<file path="src/rtl/nonce_dispatch_pkg.sv">
// Shared definitions for the nonce dispatcher and the Blake2b compare stage.
package nonce_dispatch_pkg;

  typedef logic [1:0] state_t;

  localparam state_t StIdle  = 2'd0;
  localparam state_t StRun   = 2'd1;
  localparam state_t StDrain = 2'd2;
  localparam state_t StDone  = 2'd3;

  localparam logic [63:0] Blake2bIv0 = 64'h6a09e667f3bcc908;

  // The core hashes the nonce little-endian; the compare stage reverses it with this same helper.
  function automatic logic [31:0] bswap32(input logic [31:0] w);
    return {w[7:0], w[15:8], w[23:16], w[31:24]};
  endfunction

endpackage

</file>
<file path="src/rtl/nonce_dispatch_result_fifo.sv">
// First-word-fall-through result FIFO; head reads as zero while empty.
module result_fifo #(
  parameter int unsigned DEPTH = 4,
  parameter int unsigned WIDTH = 32
) (
  input  logic             clk,
  input  logic             rst,
  input  logic             push_i,
  input  logic             pop_i,
  input  logic [WIDTH-1:0] data_i,
  output logic             full_o,
  output logic             empty_o,
  output logic [WIDTH-1:0] head_o
);

  localparam int unsigned AW = $clog2(DEPTH);
  localparam logic [AW:0] PtrOne = {{AW{1'b0}}, 1'b1};

  logic [WIDTH-1:0] mem_q [DEPTH];
  logic [AW:0]      wr_q, wr_d, rd_q, rd_d;
  logic             do_push, do_pop;

  assign empty_o = (wr_q == rd_q);
  assign full_o  = (wr_q[AW] != rd_q[AW]) && (wr_q[AW-1:0] == rd_q[AW-1:0]);
  assign do_pop  = pop_i & ~empty_o;
  // A pop frees the head slot in the same cycle, so a full FIFO can still accept a push.
  assign do_push = push_i & (~full_o | do_pop);
  assign head_o  = empty_o ? '0 : mem_q[rd_q[AW-1:0]];

  always_comb begin
    wr_d = wr_q;
    rd_d = rd_q;
    if (do_push) wr_d = wr_q + PtrOne;
    if (do_pop)  rd_d = rd_q + PtrOne;
  end

  always_ff @(posedge clk or posedge rst) begin
    if (rst) begin
      wr_q <= '0;
      rd_q <= '0;
    end else begin
      wr_q <= wr_d;
      rd_q <= rd_d;
    end
  end

  always_ff @(posedge clk) begin
    if (do_push) mem_q[wr_q[AW-1:0]] <= data_i;
  end

endmodule

</file>
<file path="src/rtl/nonce_dispatch.sv">
// Feeds candidate nonces into the Blake2b core and queues winning nonces for the host.
// Build option NONCE_DISPATCH_STOP_ON_FOUND_EN: a qualified found while running acts as abort.
module nonce_dispatch
  import nonce_dispatch_pkg::*;
#(
  parameter int unsigned FIFO_DEPTH = 4,
  parameter int unsigned INFLIGHT_W = 8
) (
  input  logic        clk,
  input  logic        rst,
  input  logic        start,
  input  logic        abort,
  input  logic [31:0] nonce_base,
  input  logic [31:0] nonce_count,
  input  logic [31:0] m04_hi,
  input  logic        core_ready,
  output logic        valid,
  output logic [63:0] m04,
  input  logic        cmp_busy,
  input  logic        cmp_found,
  input  logic [31:0] cmp_nonce,
  output logic        res_valid,
  output logic [31:0] res_nonce,
  input  logic        res_rd,
  output logic        overflow,
  output logic        running,
  output logic        done
);

  localparam logic [INFLIGHT_W-1:0] InflightOne = {{(INFLIGHT_W-1){1'b0}}, 1'b1};

  state_t                state_q, state_d;
  logic [31:0]           cur_q, cur_d;
  logic [31:0]           rem_q, rem_d;
  logic [31:0]           hi_q, hi_d;
  logic                  valid_q, valid_d;
  logic [63:0]           m04_q, m04_d;
  logic                  ovf_q, ovf_d;
  logic [INFLIGHT_W-1:0] inflight_q, inflight_d;

  logic issue, found, stop_req, pop, fifo_full, fifo_empty;

  assign issue = valid_q & core_ready;
  assign found = cmp_busy & cmp_found;
  assign pop   = res_rd & ~fifo_empty;

`ifdef NONCE_DISPATCH_STOP_ON_FOUND_EN
  assign stop_req = abort | found;
`else
  assign stop_req = abort;
`endif

  always_comb begin
    state_d = state_q;
    cur_d   = cur_q;
    rem_d   = rem_q;
    hi_d    = hi_q;
    valid_d = valid_q;
    m04_d   = m04_q;
    ovf_d   = ovf_q;
    case (state_q)
      StIdle, StDone: begin
        if (start) begin
          cur_d = nonce_base;
          rem_d = nonce_count;
          hi_d  = m04_hi;
          ovf_d = 1'b0;
          if (nonce_count == '0) begin
            state_d = StDrain;
          end else begin
            state_d = StRun;
            valid_d = 1'b1;
          end
        end
      end
      StRun: begin
        if (issue) begin
          cur_d = cur_q + 32'd1;
          rem_d = rem_q - 32'd1;
        end
        if ((issue && rem_q == 32'd1) || stop_req) begin
          state_d = StDrain;
          valid_d = 1'b0;
        end
      end
      StDrain: begin
        if (inflight_q == '0 && !cmp_busy) state_d = StDone;
      end
      default: state_d = StIdle;
    endcase
    // m04 is refreshed only while a candidate is presented, so it holds across stalls.
    if (state_d == StRun) m04_d = {hi_d, bswap32(cur_d)};
    if (found && fifo_full && !pop) ovf_d = 1'b1;
  end

  always_comb begin
    inflight_d = inflight_q;
    if (issue && !cmp_busy) begin
      inflight_d = inflight_q + InflightOne;
    end else if (!issue && cmp_busy && inflight_q != '0) begin
      inflight_d = inflight_q - InflightOne;
    end
  end

  always_ff @(posedge clk or posedge rst) begin
    if (rst) begin
      state_q    <= StIdle;
      cur_q      <= '0;
      rem_q      <= '0;
      hi_q       <= '0;
      valid_q    <= 1'b0;
      m04_q      <= '0;
      ovf_q      <= 1'b0;
      inflight_q <= '0;
    end else begin
      state_q    <= state_d;
      cur_q      <= cur_d;
      rem_q      <= rem_d;
      hi_q       <= hi_d;
      valid_q    <= valid_d;
      m04_q      <= m04_d;
      ovf_q      <= ovf_d;
      inflight_q <= inflight_d;
    end
  end

  result_fifo #(
    .DEPTH (FIFO_DEPTH),
    .WIDTH (32)
  ) u_result_fifo (
    .clk     (clk),
    .rst     (rst),
    .push_i  (found),
    .pop_i   (res_rd),
    .data_i  (cmp_nonce),
    .full_o  (fifo_full),
    .empty_o (fifo_empty),
    .head_o  (res_nonce)
  );

  assign valid     = valid_q;
  assign m04       = m04_q;
  assign res_valid = ~fifo_empty;
  assign overflow  = ovf_q;
  assign running   = (state_q == StRun) || (state_q == StDrain);
  assign done      = (state_q == StDone);

endmodule

</file>
<file path="config.mk">
export PLATFORM = sky130hd
export DESIGN_NAME = nonce_dispatch
export DESIGN_NICKNAME = d
export VERILOG_FILES = /design/src/rtl/nonce_dispatch_pkg.sv /design/src/rtl/nonce_dispatch_result_fifo.sv /design/src/rtl/nonce_dispatch.sv
export SDC_FILE = /design/constraint.sdc
export NUM_CORES = 1
export LEC_CHECK = 0
export CORE_MARGIN = 3
export CORE_UTILIZATION = 50
export CTS_CLUSTER_DIAMETER = 120
export CTS_CLUSTER_SIZE = 20
export DETAILED_ROUTE_END_ITERATION = 12
export PLACE_DENSITY_LB_ADDON = 0.05
export SETUP_SLACK_MARGIN = 0.2
export SYNTH_ARGS = -nofsm -noshare
export SYNTH_HDL_FRONTEND = slang
export SYNTH_SLANG_ARGS = --single-unit
</file>
<file path="constraint.sdc">
create_clock -name clk -period 8.6 [get_ports clk]
set_input_delay 1.72 -clock clk [delete_from_list [all_inputs] [get_ports clk]]
set_output_delay 1.72 -clock clk [all_outputs]
set_load 0.01 [all_outputs]
</file>
## After elaboration in Yosys (flattened, before gate mapping)

Memory sizes are Yosys's and may differ from the RTL's.
Index checks and enable logic that the tools add are counted.

- Register bits after elaboration: 178
- Bits in writable memories: 128
- Input bits: 136
- Output and inout port bits: 101
- Word-level logic and storage cells: 86
- Memories: 1

- Add/subtract/negate cells: 6
- Equality and inequality tests: 12
- Muxes and demuxes: 25
- Bitwise logic cells: 7
- Reduce and logical (&&, ||, !) cells: 25

Memories:

| memory | words | width | read ports | clocked after Yosys merged registers in | write ports | line | RTL |
|---|---|---|---|---|---|---|---|
| u_result_fifo.mem_q | 4 | 32 | 1 | 0 | 1 | nonce_dispatch_result_fifo.sv:19 | `logic [WIDTH-1:0] mem_q [DEPTH];` |

Operator list:

| cell | number |
|---|---|
| 32-bit 2-to-1 mux | 7 |
| 32-bit one-hot mux with 2 select lines | 2 |
| 32-bit by 1-bit adder with 32-bit output, second input constant | 1 |
| 32-bit by 1-bit equality test with 1-bit output, second input constant | 1 |
| 32-bit logical NOT | 1 |
| 32-bit by 1-bit subtractor with 32-bit output, second input constant | 1 |
| 8-bit 2-to-1 mux | 2 |
| 8-bit by 1-bit adder with 8-bit output, second input constant | 1 |
| 1-bit logical AND | 8 |
| 8-bit logical NOT | 1 |
| 1-bit 2-to-1 mux | 8 |
| 2-bit 2-to-1 mux | 4 |
| 2-bit inequality test, second input constant | 4 |
| 2-bit nonzero test | 4 |
| 8-bit nonzero test | 1 |
| 8-bit by 1-bit subtractor with 8-bit output, second input constant | 1 |
| 3-bit by 1-bit adder with 3-bit output, second input constant | 2 |
| 2-bit one-hot mux with 3 select lines | 1 |
| 1-bit bitwise AND | 4 |
| 2-bit by 1-bit equality test with 1-bit output, second input constant | 2 |
| 2-bit equality test, second input constant | 2 |
| 4-bit AND reduction | 1 |
| 3-bit equality test | 1 |
| 1-bit logical NOT | 3 |
| other kinds (10) | 12 |

## Depth between registers and ports, before layout

Gate-level depths: netlist of run 1.

- Depth after elaboration: 7
- Gate-level depth with buffers: 11
- Gate-level depth less buffers: 10

## Modules after synthesis

Synthesis of run 1 repeated with hierarchy kept, for this count alone.

- Cells, all modules: 1035
- Area, all modules: 14041.0 um^2

Modules (own cells, without submodules):

| module | instances | cells each | area each (um^2) | seq. area each (um^2) |
|---|---|---|---|---|
| nonce_dispatch | 1 | 796 | 8745.9 | 4304.1 |
| result_fifo | 1 | 239 | 5295.1 | 3993.8 |

## Worst setup path before layout of run 1

Ideal clock, no wire load.

- Path kind: input to register
- From: in core_ready
- To: reg inflight_q[7]
- Setup time: 0.126 ns
- Arrival: 3.565 ns
- Required time: 8.474 ns
- Setup slack: 4.909 ns
- Cell stages on the path: 10
- Buffers on the path: 0
- Path through: nand2_1 -> nor2_1 -> inv_1 -> ha_1 -> a21oi_1 -> nor2b_1 -> o31a_1 -> o41ai_1 -> mux2i_1 -> mux2i_1

- Cells in the longest elaborated chain, start to end: 5
- Elaborated cells on any way between the ends: 7
- Classes of those cells: mux (1); bitwise (1); reduce/logical (5)

Ends and longest elaborated chain:

| element | line | RTL |
|---|---|---|
| start: declaration | nonce_dispatch.sv:16 | `input logic core_ready,` |
| 1-bit bitwise AND * | nonce_dispatch.sv:43 | `assign issue = valid_q & core_ready;` |
| 1-bit logical NOT | nonce_dispatch.sv:100 | `end else if (!issue && cmp_busy && inflight_q != '0) begin` |
| 1-bit logical AND (2 in series) | nonce_dispatch.sv:100 |  |
| 2-bit nonzero test (no line) | -- |  |
| end signal: assignment | nonce_dispatch.sv:123 | `inflight_q <= inflight_d;` |
| end: declaration | nonce_dispatch.sv:39 | `logic [INFLIGHT_W-1:0] inflight_q, inflight_d;` |

Mark *: on every way between the ends. The rest lies on a longest branch, timed or not.
A chain may end at the register's enable or synchronous reset.

## Final worst setup path of run 1

- From: reg u_result_fifo.rd_q[0]
- To: out res_valid

- Cells in the longest elaborated chain, start to end: 2

Ends and longest elaborated chain:

| element | line | RTL |
|---|---|---|
| start: declaration | nonce_dispatch_result_fifo.sv:20 | `logic [AW:0] wr_q, wr_d, rd_q, rd_d;` |
| start signal: assignment | nonce_dispatch_result_fifo.sv:43 | `rd_q <= rd_d;` |
| 3-bit equality test | nonce_dispatch_result_fifo.sv:23 | `assign empty_o = (wr_q == rd_q);` |
| 1-bit NOT | nonce_dispatch.sv:143 | `assign res_valid = ~fifo_empty;` |
| end: declaration | nonce_dispatch.sv:22 | `output logic res_valid,` |

Every way passes these cells.

==> results of run 1 <==
[flip-flops by register name, indices dropped and copies added, names as in the netlist]
name,cells
u_result_fifo.mem_q,128
m04,64
cur_q,32
hi_q,32
rem_q,32
inflight_q,8
u_result_fifo.rd_q,3
u_result_fifo.wr_q,3
state_q,2
overflow,1
valid,1
[metal layers]
metal / vias up / wire (um)
met1: 4514 / 14200
li1: 4255 / -
met5: - / 21
met2: 247 / 14200
met3: 39 / 1580
met4: 4 / 626
[cell families after synthesis]
logic type,Yosys count,share of synthesized area [%]
adder cells (fa/ha/maj),18,1.66
multiplexers,156,16.4
AO/OA/AOI/OAI,170,7.90
flip-flops,306,59.1
XOR/XNOR,19,1.18
AND/OR/NAND/NOR,271,10.4
buffers and inverters,75,3.37
[placed cells by master, fill, tap and decap left out, drive strengths merged, types with 17 or more instances in the layout]
master         Yosys  routed
o22ai             29      29
edfxtp           128     128
o21ai             41      41
clkdlybuf4s50      0     236
inv               19      20
nand3             24      24
a21oi             47      47
clkbuf            41      27
nand2             71      71
nor2b             35      35
nor3              17      17
nor4              32      32
mux2              98      98
ha                17      17
mux2i             26      26
dfrtp            178     178
nor2              36      36
mux4              32      32
[area by class of cell]
| cell class | count | area, sq um | share of cell area [%] |
|---|---|---|---|
| multi-input cells | 634 | 5300 | 30.9 |
| clock buffers | 27 | 505 | 2.95 |
| well taps | 372 | 465 | 2.72 |
| repair buffers | 249 | 2460 | 14.4 |
| flip-flops and latches | 306 | 8300 | 48.5 |
| clock inverters | 1 | 16.3 | 0.0950 |
| inverters | 19 | 76.3 | 0.446 |
[where the power goes]
part | leakage [nW] | internal [mW] | switching [mW]
Sequential | 3.32 | 2.01 | 0.328
Combinational | 2.95 | 1.75 | 1.52
Clock | 0.251 | 0.414 | 0.466
[worst register-to-register path, stage by stage (launching register included)]
cell     delay (ns)
dfrtp_1        0.40
inv_1          0.07
ha_1           0.42
nand2_2        0.55
a31oi_1        0.41
o21ai_1        0.13
a22oi_2        0.19
buf_4          0.34
buf_4          0.76
mux2_2         0.44
[through the flow]
step,cell area (sq um),std cells
after global placement,16600,1580
after detailed placement,16600,1580
final,17100,1608
after global routing,17100,1608
after CTS,17100,1608
after floorplan,14100,1015
[worst min path at each step]
stage | from | to | slack [ns] | depth (start not counted)
after floorplan | inflight_q[7] | inflight_q[7] | 0.45 | 1
after global routing | hi_q[20] | hi_q[20] | 0.52 | 1
after detailed placement | inflight_q[7] | inflight_q[7] | 0.47 | 1
after global placement | inflight_q[7] | inflight_q[7] | 0.47 | 1
final | inflight_q[7] | inflight_q[7] | 0.48 | 1
after CTS | inflight_q[7] | inflight_q[7] | 0.48 | 1
==> flow_summary.toml, run 1 <==
[worst_setup_path]
max_stage_delay_ns = 0.61
path_cells = "buf_4 -> xnor2_1 -> and3_1 -> buf_4 -> inv_1 -> clkdlybuf4s50_1"
end_kind = "primary output"
reg2reg_depth = 9
cp_max_fo = 35
slowest_stage = "and3_1"
r2r_end = "m04[63]"
rrSetupSlack_ns = 4.78
critPathLaunch = "u_result_fifo.rd_q[0]"
crit_end = "res_valid"
required_ns = 6.88
cp.depth = 6
start_kind = "flip-flop"
critical-path-top-delay-family = "buffers and inverters"
critPathBufInv = 4
worstPathArrival_ns = 3.23
cp_common_cell = "buf_4"
critPathKind = "flip-flop to primary output"
worstReg2RegStart = "state_q[0]"

[synthesis]
synth_area_leader_cell = "dfrtp_1"
syn_area_per_cell_sq_um = 13.8
synth.area.top_cells = "dfrtp_1 32%, edfxtp_1 27%, mux2_4 6.3%"
ys_ff_latch = 306
synth_edf_count = 128
ys_warn_count = 0
syn-cell-area_sq_um = 14100
yosysSeqAreaShare_pct = 59.1
synth.most_common_cell = "dfrtp_1"
yosys-top-cells-count = "178 x dfrtp_1, 128 x edfxtp_1, 70 x nand2_1, 59 x mux2_4, 47 x a21oi_1"
yosysUniqueCellTypes = 79
synth_nets = 1169
synth_top_flop_cell = "dfrtp_1"
synth_top_area_share_pct = 31.7
async_reset_ff_share_pct = 58.2
synthCells = 1015

[routing]
antenna_left = 0
drc = 0
first_pass_iters = 5
via_per_inst = 5.63
drt-initial-drc-count = 596
wl_um = 30600
vias = 9059
avgRoutedWirePerCell_um = 19.1

[grt]
grt_max_degree = 104
grt.met2_usage_pct = 31.1
grt_pass1_wl_um = 49100
overflow = 0
busiest_layer = "met2"
antenna_found_initial = 2
grt_pass1_vias = 8903
use_met1_pct = 29.7
grtUsageMet3_pct = 3.24
grt_usage_pct = 19.9

[min_path]
holdCritPathClass = "flip-flop to flip-flop"

[final_layout]
nFillCells = 2138
n_antenna_cell = 0
fin_util_pct = 62.8
nNetsFinal = 1383
syn2layout_area_growth_pct = 21.8
layout-drive-gt1-share_pct = 15.8

[die]
die-height_um = 174
die_w_um = 174
ios = 237
dieArea_sq_um = 30100
core_sq_um = 27300
initial_core_util_pct = 51.6
row_count = 60

[cts]
ctsResizeCount = 0
clock_tree.root_cell = "clkbuf_16"
cts_tree = "built"
cts_buffers = 19
hold_buffers = 0
cts.path.max_buffers = 3
insertion_delay_ns = 0.50
clock-sinks = 306
cts_max_level = 1
clk_pin_slew_ns = 0.08
cts_setup_buffers = 0

[power_and_ir_drop]
power.density_nw_per_um2 = 380
p_leak_nw = 6.52
ir_drop_v = 0.000422
finalPower_mw = 6.50

[place]
dp_hpwl_um = 20400
pre_cts_ws_ns = 3.41
portBuffers = 236
place.gp.congestion = 0.768

[timing]
hold_viol_final = 0
drv_slew = 0
maxSlewHeadroom_pct = 22.6
setup_tns_ns = 0
fin_crit_ns = 4.95
holdWs_ns = 0.482
setup_viol = 0
layout_setup_ws_ns = 3.65
rsz0062_at_grt = "no"
fin_skew_ns = 0.0158
clock.fmax_mhz = 202
post-route-period-util_pct = 57.6
worstMarginPinSlew_ns = 1.16

[status]
outcome = "completed"

[flow_run]
max-cap-violations = 0
(Power assumes the default switching activity.)
==> inputs of run 2 (changes only) <==
clock period = 5 ns   (was 8.6 ns; I/O delays follow)
==> flow_summary.toml, run 2 (same netlist as run 1, synthesis figures left out) <==
[grt]
antenna_found_initial = 3
grt_pass1_vias = 9216
grt_usage_pct = 20.3
grt_pass1_wl_um = 50000
grt_max_degree = 65
overflow = 0

[timing]
layout_setup_ws_ns = 1.16
fin_crit_ns = 3.84
setup_tns_ns = 0
maxSlewHeadroom_pct = 24.9
post-route-period-util_pct = 76.8
rsz0062_at_grt = "no"
worstMarginPinSlew_ns = 1.12
fin_skew_ns = 0.0161
hold_viol_final = 0
clock.fmax_mhz = 261
drv_slew = 0
setup_viol = 0

[die]
die_w_um = 174
die-height_um = 174
dieArea_sq_um = 30100
row_count = 60
initial_core_util_pct = 51.6
ios = 237
core_sq_um = 27300

[cts]
clk_pin_slew_ns = 0.08
cts_max_level = 1
cts.path.max_buffers = 3
cts_buffers = 19
clock_tree.root_cell = "clkbuf_16"
clock-sinks = 306
ctsResizeCount = 0
insertion_delay_ns = 0.51
cts_setup_buffers = 0
cts_tree = "built"
hold_buffers = 0

[routing]
antenna_left = 0
drc = 0
drt-initial-drc-count = 640
first_pass_iters = 5
vias = 9069
via_per_inst = 5.60
avgRoutedWirePerCell_um = 19.1
wl_um = 31000

[status]
outcome = "completed"

[power_and_ir_drop]
power.density_nw_per_um2 = 651
p_leak_nw = 6.57
ir_drop_v = 0.000502

[final_layout]
largest_register_ffs = 128
final_common_cell = "clkdlybuf4s50_1"
layout-drive-gt1-share_pct = 16.5
final_cells = 1619
nNetsFinal = 1393
final_cell_mix = "236 x clkdlybuf4s50_1, 177 x dfrtp_1, 128 x edfxtp_1, 70 x nand2_1, 59 x mux2_4"
syn2layout_area_growth_pct = 22.7

[worst_setup_path]
reg2reg_depth = 7
start_kind = "flip-flop"
slowest_stage = "and3_1"
critPathKind = "flip-flop to primary output"
max_stage_delay_ns = 0.89
end_kind = "primary output"
required_ns = 4.00
worstPathArrival_ns = 2.84
cp_max_fo = 22
path_cells = "xnor2_1 -> and3_1 -> buf_4 -> nor2b_1 -> clkdlybuf4s50_1"

[flow_run]
max-cap-violations = 0

[place]
portBuffers = 236
place.gp.congestion = 0.812
place_inst = 1590
dp_hpwl_um = 21000
pre_cts_ws_ns = 1.03

[min_path]
holdPathStages = 1
holdCritPathClass = "flip-flop to flip-flop"
[run 2: path summary, 6_finish.rpt]
path                                       to  slack, ns             startpoint
worst max-delay path             res_nonce[5]       1.16  u_result_fifo.wr_q[1]
max in group asynchronous             m04[49]       3.06                    rst
worst min-delay path            inflight_q[7]       0.49          inflight_q[7]
worst min register to register  inflight_q[7]       0.49          inflight_q[7]
worst max register to register       rem_q[2]       1.96             state_q[1]
min in group asynchronous             m04[63]       1.02                    rst
[run 2: where the power goes]
group	leakage (nW)	switching, mW	total, mW	internal [mW]
clock	0.251	0.810	1.52	0.712
combinational	3.01	2.63	5.68	3.05
sequential	3.32	0.560	4.02	3.46
total	6.57	4.00	11.2	7.23
[run 2: final cells by class]
cell class,instances,area (sq um)
flip-flops and latches,306,8300
fillers,2161,10000
inverters,19,75.1
clock inverters,1,16.3
repair buffers,259,2580
clock buffers,27,505
diodes,1,2.50
multi-input cells,634,5300
well taps,372,465
[run 2: metrics by stage]
step	hold WS [ns]	total power [mW]	util [%]	area, sq um
after global routing	0.510	12.0	63.3	17200
after CTS	0.498	11.4	63.3	17200
after global placement	0.469	9.71	61.4	16700
after floorplan	0.452	8.07	-	14100
final	0.490	11.2	63.3	17200
after detailed placement	0.481	9.81	61.4	16700
[run 2: routing by layer]
layer | GRT usage (%) | share of wire [%] | vias to the layer above
met1 | 28.8 | 45 | 4492
met2 | 32.6 | 46 | 249
met5 | 0 | 0.068 | -
met3 | 4.75 | 7.1 | 40
li1 | - | - | 4284
met4 | 3.92 | 1.9 | 4
[run 2: worst max-delay path, delay by kind of cell, from the launching register on]
| kind | cells | cell delay (ns) |
|---|---|---|
| buffers and inverters | 2 | 0.77 |
| and+or+nand+nor | 2 | 0.95 |
| DFF | 1 | 0.43 |
| xor gates and xnor gates | 1 | 0.18 |
==> inputs of run 3 (changes only) <==
CORE_UTILIZATION = 48   (was 50)
clock period = 3.47 ns   (was 5 ns; I/O delays follow)
==> flow_summary.toml, run 3 (same netlist as run 1, synthesis figures left out) <==
[cts]
ctsResizeCount = 1
hold_buffers = 0
cts_setup_buffers = 0
insertion_delay_ns = 0.51
clk_pin_slew_ns = 0.08
clock_tree.root_cell = "clkbuf_16"
cts_buffers = 19
cts.path.max_buffers = 3
clock-sinks = 306
cts_tree = "built"
cts_max_level = 1

[timing]
rsz0062_at_grt = "no"
maxSlewHeadroom_pct = 50.1
setup_tns_ns = 0
setup_viol = 0
clock.fmax_mhz = 323
drv_slew = 0
fin_crit_ns = 3.09
fin_skew_ns = 0.0176
post-route-period-util_pct = 89.2
hold_viol_final = 0
worstMarginPinSlew_ns = 0.748

[worst_setup_path]
required_ns = 2.78
critical-path-top-delay-family = "buffers and inverters"
critPathKind = "flip-flop to primary output"
start_kind = "flip-flop"
critPathBufInv = 3
max_stage_delay_ns = 0.49
cp_max_fo = 19
end_kind = "primary output"
reg2reg_depth = 9
cp.depth = 5
worstPathArrival_ns = 2.40
critPathLaunch = "u_result_fifo.wr_q[0]"
worstReg2RegStart = "state_q[0]"
path_cells = "xnor2_1 -> and3_2 -> buf_12 -> inv_1 -> clkdlybuf4s50_1"
slowest_stage = "clkdlybuf4s50_1"

[power_and_ir_drop]
pwr-share-comb_pct = 51.0
switching_share_pct = 35.5
p_int_mw = 10.5
p_leak_nw = 6.62
clock_power_share_pct = 13.4
power.density_nw_per_um2 = 942
p_sw_mw = 5.80
ir_drop_v = 0.000719
pwr-share-seq_pct = 35.6

[final_layout]
layout-drive-gt1-share_pct = 17.2
final_common_cell = "clkdlybuf4s50_1"
seq_area_sq_um = 8300
final_cell_mix = "236 x clkdlybuf4s50_1, 177 x dfrtp_1, 128 x edfxtp_1, 70 x nand2_1, 59 x mux2_4"
nNetsFinal = 1399
nFillCells = 2322
largest_register_ffs = 128
syn2layout_area_growth_pct = 23.5
multiInputGateArea_sq_um = 5300
fin_util_pct = 60.3

[die]
row_count = 62
die-height_um = 177
ios = 237
core_sq_um = 28800
die_w_um = 177
dieArea_sq_um = 31400
initial_core_util_pct = 48.8

[routing]
avgRoutedWirePerCell_um = 19.1
wl_um = 31300
drt-initial-drc-count = 613
vias = 9008
drc = 0
via_per_inst = 5.50
first_pass_iters = 5
antenna_left = 0

[place]
place.gp.congestion = 0.810
portBuffers = 236
dp_hpwl_um = 21200

[grt]
antenna_found_initial = 1
grt_usage_pct = 19.6
use_met1_pct = 28.2
grt_pass1_wl_um = 49400
grtUsageMet3_pct = 5.13
grt_pass1_vias = 8935
grt.met2_usage_pct = 30.5
overflow = 0
grt_max_degree = 127
busiest_layer = "met2"

[min_path]
holdCritPathClass = "flip-flop to flip-flop"
hp-start = "u_result_fifo.wr_q[2]"
holdPathStages = 1

[flow_run]
max-cap-violations = 0

[status]
outcome = "completed"
## run 3: changes by cell type in the layout (fill, tap and decap cells not counted), sizes merged
cell / change
clkbuf: +1
buf: +6
## run 3: path summary, 6_finish.rpt
check	endpoint	slack (ns)
min in group asynchronous	hi_q[18]	0.75
worst min-delay path	u_result_fifo.wr_q[2]	0.49
max in group asynchronous	u_result_fifo.rd_q[0]	2.19
worst max-delay path	res_valid	0.38
worst min register to register	u_result_fifo.wr_q[2]	0.49
worst max register to register	m04[60]	0.74
## run 3: per-layer routing
layer  vias to the layer above  share of wire [%]  routed length, um
li1                       4301                  -                  -
met1                      4414                 45              14000
met2                       246                 45              14200
met3                        45                7.9               2490
met4                         2                1.8                568
met5                         -              0.029                  9
## run 3: through the flow
| stage | total power [mW] | worst slack, ns | instance area, sq um | hold WS, ns | std cells |
|---|---|---|---|---|---|
| final | 16.4 | 0.376 | 17400 | 0.491 | 1638 |
| after global routing | 17.5 | 0.216 | 17300 | 0.514 | 1637 |
| after CTS | 16.5 | 0.316 | 17300 | 0.494 | 1637 |
| after detailed placement | 14.3 | 0.170 | 16800 | 0.481 | 1608 |
| after global placement | 14.2 | 0.239 | 16800 | 0.473 | 1608 |
| after floorplan | 11.6 | 0.495 | 14100 | 0.452 | 1015 |
## run 3: layout make-up
| cell class | instances | share of cell area (%) |
|---|---|---|
| Antenna cell | 1 | 0.0144 |
| Clock buffer | 28 | 2.93 |
| Clock inverter | 1 | 0.0937 |
| Inverter | 19 | 0.433 |
| Multi-Input combinational cell | 634 | 30.6 |
| Sequential cell | 306 | 47.8 |
| Tap cell | 384 | 2.77 |
| Timing Repair Buffer | 265 | 15.4 |
## run 3: power groups by stage
stage	Sequential (mW)	Clock (mW)	Combinational, mW
after floorplan	5.83	0	5.80
after global placement	5.87	0	8.30
after detailed placement	5.87	0	8.44
after CTS	5.82	2.27	8.45
after global routing	5.98	2.41	9.07
final	5.82	2.19	8.34
## run 3: worst register-to-register path, cell delays in order (launching register included)
cell	delay, ns
dfrtp_1	0.42
inv_1	0.08
ha_1	0.39
nor4_1	0.36
inv_1	0.08
o2bb2ai_1	0.13
a21oi_1	0.08
a22oi_2	0.21
buf_12	0.43
mux2_2	0.42
